--- config.mk ---
export PLATFORM = sky130hd
export DESIGN_NAME = image_mem_arbiter
export DESIGN_NICKNAME = d
export VERILOG_FILES = /design/src/rtl/image_mem_arbiter.sv
export SDC_FILE = /design/constraint.sdc
export NUM_CORES = 1
export LEC_CHECK = 0
export ABC_AREA = 1
export CORE_MARGIN = 1.5
export CORE_UTILIZATION = 37
export CTS_CLUSTER_DIAMETER = 120
export CTS_CLUSTER_SIZE = 24
export DETAILED_ROUTE_END_ITERATION = 8
export PLACE_DENSITY_LB_ADDON = 0.1
export SLEW_MARGIN = 20
export SYNTH_ARGS = -nofsm -noshare
export SYNTH_HDL_FRONTEND = slang
export SYNTH_SLANG_ARGS = --single-unit
--- constraint.sdc ---
create_clock -name clk -period 10.4 [get_ports clk]
set_input_delay 2.08 -clock clk [delete_from_list [all_inputs] [get_ports clk]]
set_output_delay 2.08 -clock clk [all_outputs]
set_load 0.05 [all_outputs]
--- src/rtl/image_mem_arbiter.sv ---
// image_mem_arbiter
//   Shares one single-port image RAM among NUM_REQ requesters. The grant is
//   decided combinationally in the request cycle with round-robin priority.
//   A requester can hold a lock so that its burst is not broken up. Read data
//   is returned one cycle after the grant to the requester that issued it.
//
// Ports
//   clk, resetn          : clock, asynchronous active-low reset
//   req/req_we/req_lock  : per-requester request, write(1)/read(0), keep-grant
//   req_addr/req_data    : flattened per-requester address and write data
//   gnt                  : one-hot grant; the access completes this cycle
//   rvalid/rdata         : one-hot read-return strobe and shared read data
//   addr_err             : pulse one cycle after an out-of-range access
//   ram_addr/ram_data/ram_wren/ram_q : direct RAM connection (q is 1-cycle)
module image_mem_arbiter #(
  parameter int NUM_REQ   = 4,
  parameter int ADDR_SZ   = 15,
  parameter int COL_SZ    = 3,
  parameter int MEM_DEPTH = 19200
) (
  input  logic                       clk,
  input  logic                       resetn,
  input  logic [NUM_REQ-1:0]         req,
  input  logic [NUM_REQ-1:0]         req_we,
  input  logic [NUM_REQ-1:0]         req_lock,
  input  logic [NUM_REQ*ADDR_SZ-1:0] req_addr,
  input  logic [NUM_REQ*COL_SZ-1:0]  req_data,
  output logic [NUM_REQ-1:0]         gnt,
  output logic [NUM_REQ-1:0]         rvalid,
  output logic [COL_SZ-1:0]          rdata,
  output logic                       addr_err,
  output logic [ADDR_SZ-1:0]         ram_addr,
  output logic [COL_SZ-1:0]          ram_data,
  output logic                       ram_wren,
  input  logic [COL_SZ-1:0]          ram_q
);

  localparam int PTR_W = (NUM_REQ > 2) ? 2 : 1;
  localparam logic [ADDR_SZ:0] DEPTH_C = (ADDR_SZ+1)'(MEM_DEPTH);

  logic [PTR_W-1:0]   r_last_ptr_p1;
  logic [PTR_W-1:0]   r_lock_owner_p1;
  logic               r_lock_active_p1;
  logic [NUM_REQ-1:0] r_rd_pend_p1;
  logic               r_err_p1;

  logic               w_lock_hit_p0;
  logic               w_vld_p0;
  logic [PTR_W-1:0]   w_gidx_p0;
  logic [NUM_REQ-1:0] w_gnt_p0;
  logic [ADDR_SZ-1:0] w_addr_p0;
  logic [COL_SZ-1:0]  w_data_p0;
  logic               w_we_p0;
  logic               w_lock_p0;
  logic               w_inrange_p0;

  // ---- stage p0: grant selection and RAM drive (combinational) ----
  always_comb begin
    int best_d;
    int d;
    w_lock_hit_p0 = 1'b0;
    w_vld_p0      = 1'b0;
    w_gidx_p0     = '0;
    best_d        = NUM_REQ;
    d             = 0;
    for (int i = 0; i < NUM_REQ; i++) begin
      if (r_lock_active_p1 && (r_lock_owner_p1 == PTR_W'(i)) && req[i])
        w_lock_hit_p0 = 1'b1;
    end
    if (w_lock_hit_p0) begin
      w_vld_p0  = 1'b1;
      w_gidx_p0 = r_lock_owner_p1;
    end else begin
      // Distance from the slot just after last_ptr; the closest requester wins.
      for (int i = 0; i < NUM_REQ; i++) begin
        d = (i + 2*NUM_REQ - int'(r_last_ptr_p1) - 1) % NUM_REQ;
        if (req[i] && (d < best_d)) begin
          best_d    = d;
          w_vld_p0  = 1'b1;
          w_gidx_p0 = PTR_W'(i);
        end
      end
    end
    // Nothing is granted while reset is held, even if requests are present.
    if (!resetn)
      w_vld_p0 = 1'b0;
  end

  always_comb begin
    w_gnt_p0  = '0;
    w_addr_p0 = '0;
    w_data_p0 = '0;
    w_we_p0   = 1'b0;
    w_lock_p0 = 1'b0;
    for (int i = 0; i < NUM_REQ; i++) begin
      if (w_vld_p0 && (w_gidx_p0 == PTR_W'(i))) begin
        w_gnt_p0[i] = 1'b1;
        w_addr_p0   = req_addr[i*ADDR_SZ +: ADDR_SZ];
        w_data_p0   = req_data[i*COL_SZ +: COL_SZ];
        w_we_p0     = req_we[i];
        w_lock_p0   = req_lock[i];
      end
    end
  end

  assign w_inrange_p0 = ({1'b0, w_addr_p0} < DEPTH_C);

  assign gnt      = w_gnt_p0;
  assign ram_addr = w_addr_p0;
  assign ram_data = w_data_p0;
  assign ram_wren = w_vld_p0 & w_we_p0 & w_inrange_p0;

  // ---- stage p1: arbitration state and in-flight read tracking ----
  always_ff @(posedge clk or negedge resetn) begin
    if (!resetn) begin
      r_last_ptr_p1    <= PTR_W'(NUM_REQ-1);
      r_lock_owner_p1  <= '0;
      r_lock_active_p1 <= 1'b0;
      r_rd_pend_p1     <= '0;
      r_err_p1         <= 1'b0;
    end else begin
      if (w_vld_p0) begin
        r_last_ptr_p1   <= w_gidx_p0;
        r_lock_owner_p1 <= w_gidx_p0;
      end
      // An idle cycle for the owner (no grant to it) always drops the lock.
      r_lock_active_p1 <= w_vld_p0 & w_lock_p0;
      r_rd_pend_p1     <= (w_vld_p0 && !w_we_p0) ? w_gnt_p0 : '0;
      r_err_p1         <= w_vld_p0 & ~w_inrange_p0;
    end
  end

  assign rvalid   = r_rd_pend_p1;
  assign addr_err = r_err_p1;
  assign rdata    = ((|r_rd_pend_p1) && !r_err_p1) ? ram_q : '0;

endmodule

=== After elaboration in Yosys (flattened, before gate mapping) ===
Index checks and enable logic that the tools add are counted.

* Bits in registers: 10
* Bits of input ports: 89
* Output and inout bits: 31
* Word-level logic and storage cells: 102

* Add/sub/neg operators: 8
* Magnitude comparators: 5
* Eq/ne operators: 6
* Multiplexer cells: 42
* Bitwise logic cells: 9
* Reduce and logical (&&, ||, !) cells: 27

{| class="wikitable"
|+ Operator list
! cell !! count
|-
| 32-bit 2-to-1 mux || 6
|-
| 3-bit by 32-bit < comparator with 1-bit output || 3
|-
| 15-bit 2-to-1 mux || 4
|-
| 5-bit by 2-bit subtractor with 6-bit output, second input constant || 4
|-
| 1-bit 2-to-1 mux || 23
|-
| 4-bit by 2-bit subtractor with 5-bit output, first input constant || 4
|-
| 1-bit logical AND || 18
|-
| 15-bit < comparator, second input constant || 1
|-
| 3-bit 2-to-1 mux || 5
|-
| 1-bit bitwise AND || 8
|-
| 2-bit == test, second input constant || 4
|-
| 2-bit OR reduction || 4
|-
| 2-bit 2-to-1 mux || 3
|-
| 2-bit by 1-bit == test with 1-bit output, second input constant || 2
|-
| 2-bit logical NOT || 2
|-
| 3-bit by 4-bit < comparator with 1-bit output, second input constant || 1
|-
| 4-bit 2-to-1 mux || 1
|-
| 4-bit OR reduction || 1
|-
| 1-bit logical NOT || 2
|-
| 1-bit NOT || 1
|}

=== Longest topological paths before layout ===
* Word-level depth: 29
* Depth in mapped cells: 38
* Mapped depth without buffers: 38

=== Least setup slack after synthesis ===
No wires, ideal clock.

* Kind: input port to output port
* Start: in req[0]
* End: out ram_wren
* Arrival: 5.676 ns
* Path slack: 2.644 ns
* Cell stages on the path: 33
* Path through: inv_1 nor2_1 nor2_2 nand2_1 inv_1 nor2_1 inv_1 nor2_1 a21oi_1 ha_1 nand2_1 nand2_1 nand2_1 nand2_1 nand2_2 nand2_4 nand2_1 o21ai_0 ha_1 nand2_1 nand2_1 nand2_2 nand2_4 nand2_1 nand2_2 nand3_2 nor2_2 buf_6 nand2_1 nand4_1 o21ai_1 nand2_2 nor2_2

* Longest elaborated chain between the ends: 23

{| class="wikitable"
|+ RTL lines
! element !! RTL line !! text
|-
| from (decl) || 23 || <nowiki>input logic [NUM_REQ-1:0] req,</nowiki>
|-
| 1-bit logical AND || 77 || <nowiki>if (req[i] && (d < best_d)) begin</nowiki>
|-
| 32-bit 2-to-1 mux || 77 ||
|-
| 32-bit 2-to-1 mux || 70 || <nowiki>if (w_lock_hit_p0) begin</nowiki>
|-
| 3-bit by 32-bit < comparator with 1-bit output || 77 ||
|-
| 1-bit logical AND || 77 ||
|-
| 32-bit 2-to-1 mux || 77 ||
|-
| 32-bit 2-to-1 mux || 70 ||
|-
| 3-bit by 32-bit < comparator with 1-bit output || 77 ||
|-
| (+6 left out) || n/a ||
|-
| 1-bit 2-to-1 mux / 2-bit 2-to-1 mux (equally long branches) || 70 ||
|-
| 1-bit 2-to-1 mux / 2-bit logical NOT (equally long branches) || 85, 96 ||
|-
| 1-bit logical AND || 96 || <nowiki>if (w_vld_p0 && (w_gidx_p0 == PTR_W'(i))) begin</nowiki>
|-
| 15-bit 2-to-1 mux (3 in a row) || 96 ||
|-
| 15-bit 2-to-1 mux (*) || 96 ||
|-
| named net ram_addr[12] || 32 || <nowiki>output logic [ADDR_SZ-1:0] ram_addr,</nowiki>
|-
| 15-bit < comparator (*) || 106 || <nowiki>assign w_inrange_p0 = ({1'b0, w_addr_p0} < DEPTH_C);</nowiki>
|-
| 1-bit bitwise AND (*) || 111 || <nowiki>assign ram_wren = w_vld_p0 & w_we_p0 & w_inrange_p0;</nowiki>
|-
| to (decl) || 34 || <nowiki>output logic ram_wren,</nowiki>
|}

Mark *: on every way through the listed nets, which the timed path passes. The rest lies on a longest branch. The select of a mux whose other input is x is not followed.

=== Final worst setup path ===
* Start: in req[0]
* End: out ram_wren

* Longest elaborated chain between the ends: 23

{| class="wikitable"
|+ RTL lines
! element !! RTL line
|-
| 1-bit logical AND || 77
|-
| 32-bit 2-to-1 mux || 77
|-
| 32-bit 2-to-1 mux || 70
|-
| 3-bit by 32-bit < comparator with 1-bit output || 77
|-
| 1-bit logical AND || 77
|-
| 32-bit 2-to-1 mux || 77
|-
| 32-bit 2-to-1 mux || 70
|-
| 3-bit by 32-bit < comparator with 1-bit output || 77
|-
| (+4 left out) || n/a
|-
| 1-bit logical AND || 77
|-
| 1-bit 2-to-1 mux / 2-bit 2-to-1 mux (equally long branches) || 77
|-
| 1-bit 2-to-1 mux / 2-bit 2-to-1 mux (equally long branches) || 70
|-
| 1-bit 2-to-1 mux / 2-bit logical NOT (equally long branches) || 85, 96
|-
| 1-bit logical AND || 96
|-
| 15-bit 2-to-1 mux / 1-bit 2-to-1 mux (equally long branches) (4 in a row) || 96
|-
| 15-bit < comparator / 1-bit bitwise AND (equally long branches) || 106, 111
|-
| 1-bit bitwise AND (*) || 111
|}

Every way passes the cells marked *; elsewhere a longest branch is shown, timed or not. The select of a mux whose other input is x is not followed.

==> impl_metrics.csv <==
group,metric,value,unit
critical_path,arrival,7130,ps
floorplan,rows,23,
placement,place_congestion,0.857,
synth,synth-seq-cells,10,
cells_and_area,final_area,2800,µm²
global_routing,antenna_found_initial,0,
clock_tree,root_buffer,"clkbuf_8",
synth,seq_area_frac_synth,16.5,%
global_routing,overflow,0,
placement,dp_worst_setup_slack,1200,ps
synth,synthesis.nets,357,
floorplan,core,4000,µm²
global_routing,grt_pass1_vias,1916,
synth,syn_inst,259,
route,viasPerCell,4.77,
synth,yosysTopAreaCell,"nand2_1",
clock_tree,cts_num_sinks,10,
cells_and_area,syn_to_final_growth,83.2,%
sta,max-slew-margin-rel,39.2,%
critical_path,worstReg2RegEnd,"addr_err$_DFF_PN0_",
route,drc_errors,0,
sta,period_share,88.5,%
hold_path,hold_end,"r_lock_owner_p1[1]$_DFFE_PN0P_",
critical_path,cp_max_fo,20,
synth,synth_cell_types,29,
synth,netlist_area,1530,µm²
sta,finalCriticalPeriod,9210,ps
clock_tree,cts_hold_buffers,0,
critical_path,crit_top_cell,"nand2_1",
cells_and_area,antenna_cells,0,
clock_tree,cts_tree,"yes",
global_routing,grt_usage,24.3,%
synth,yosysWarnings,0,
synth,synth_area_leaders,"nand2_1 (23%), dfrtp_1 (13%), inv_1 (8.1%)",
clock_tree,cts.reportedPaths.clkPinSlew,50,ps
hold_path,whs_path_depth,2,
global_routing,grt_pass1_wl,8340,µm
sta,setup_viol,0,
critical_path,cp-start-kind,"primary input",
critical_path,slowest_delay,810,ps
global_routing,grt_max_degree,21,
cells_and_area,nFillCells,341,
cells_and_area,final_nets,475,
hold_path,min-delay-path-class,"register to register",
clock_tree,h-tree-depth,1,
floorplan,die_w,67.3,µm
synth,avgSynthCellArea,5.91,µm²
placement,place_area,2750,µm²
clock_tree,ctsResizeCount,0,
sta,skew,0.434,ps
critical_path,crit_path_end_kind,"output port",
clock_tree,clock_path_buffers,2,
hold_path,worstHoldStart,"r_lock_owner_p1[1]$_DFFE_PN0P_",
floorplan,ios,120,
synth,yosys.area.top_type_share,22.6,%
clock_tree,clk_latency,240,ps
route,vias,2034,
floorplan,die_h,67.3,µm
route,drtIter0Drc,57,
route,ant_nets,0,
clock_tree,post_cts_buffers,0,
cells_and_area,drive_above_1_share,10.4,%
sta,hold_viol,0,
sta,setup_ws,1190,ps
critical_path,regToRegSetupSlack,5410,ps
sta,maxSlewViolCount,0,
floorplan,die_area,4530,µm²
sta,worst-slew-pin-transition,904,ps
status,status,"finished clean",
critical_path,criticalPathCategory,"primary input to output port",
route,wl,5350,µm
floorplan,start_util,38.3,%
route,routedWlPerCell,12.5,µm
placement,dpl.hpwl,4560,µm
critical_path,worstReg2RegStart,"r_last_ptr_p1[0]$_DFFE_PN1P_",
critical_path,slowest_stage,"clkdlybuf4s50_1",
sta,rsz0062_at_grt,"false",
sta,fmax,0.109,GHz
run,cap_violations,0,
placement,port_buffers,119,
route,drtPass1Iterations,4,
clock_tree,cts-buffers-inserted,3,
critical_path,crit_required,8320,ps
sta,finalSetupTns,0,ps
critical_path,worst_r2r_path_depth,28,
==> stage by stage <==
| stage | instances | hold slack, ps | utilization (%) |
|---|---|---|---|
| detailed placement | 422 | 525 | 68.7 |
| finish | 426 | 544 | 70.1 |
| global route | 426 | 575 | 70.1 |
| floorplan | 259 | 486 | - |
| CTS | 426 | 538 | 70.1 |
| global placement | 422 | 515 | 68.7 |
==> registers in the layout, summed over array words and instances, names as in the netlist <==
name,cells
addr_err,1
r_lock_owner_p1,2
r_lock_active_p1,1
rvalid,4
r_last_ptr_p1,2
==> cells in the mapped netlist (all sizes together) <==
library cell  count
o41ai             1
nand3            22
a21oi             5
dfstp             2
a31oi             3
ha                9
nor4              1
nor3              3
o21ai             8
nand2           104
nor2             34
nand4            13
a22oi             2
dfrtp             8
inv              37
a21boi            1
buf               6
==> per-layer routing <==
layer	track usage [%]	wire length, µm	vias up
met3	7.17	393	8
met1	27.0	2160	901
met2	44.1	2710	64
met4	7.65	85	0
met5	0	0	-
li1	-	-	1061
==> worst max-delay path by stage <==
stage	startpoint	end	slack, ps	cells past startpoint
detailed placement	req[0]	ram_wren	1200	36
global placement	req[0]	ram_wren	1400	36
floorplan	req[0]	ram_wren	2640	33
finish	req[0]	ram_wren	1190	36
CTS	req[0]	ram_wren	1190	36
global route	req[0]	ram_wren	710	35
==> cell type report <==
class	instances	area, µm²	area share (%)
Timing Repair Buffer	119	1190	42.5
Tap cell	50	62.6	2.23
Sequential cell	10	253	9.02
Clock buffer	4	55.1	1.96
Multi-Input combinational cell	206	1100	39.2
Inverter	37	141	5.04
==> worst max-delay path: cells and delay by family <==
family	cells	cell delay, ps
and+or+nand+nor	27	2760
buffers and inverters	5	1540
adders and majority gates	2	560
AOI/OAI and AO/OA	2	160
==> kinds of logic after synthesis <==
logic type,count (synthesis),synth area share (%)
buffers and inverters,43,11.6
DFF,10,16.5
AOI/OAI and AO/OA,20,8.50
and+or+nand+nor,177,56.0
adders and majority gates,9,7.36
==> placed cells by master (no fill, tap or decap), types with 4 or more instances in the layout <==
cell type        netlist  final
clkdlybuf4s50_1        0    119
nand2_1               92     92
inv_1                 33     33
nor2_1                26     26
nand3_1               15     15
nand4_1               13     13
ha_1                   9      9
nand2_2                8      8
dfrtp_1                8      8
nor2_2                 7      7
nand3_2                6      6
o21ai_0                6      6
a21oi_1                4      4
nand2_4                4      4
clkbuf_8               0      4
Power is left out: the tool's default activity adds up to more than one toggle a clock period on the data nets, which glitch-free logic cannot reach.
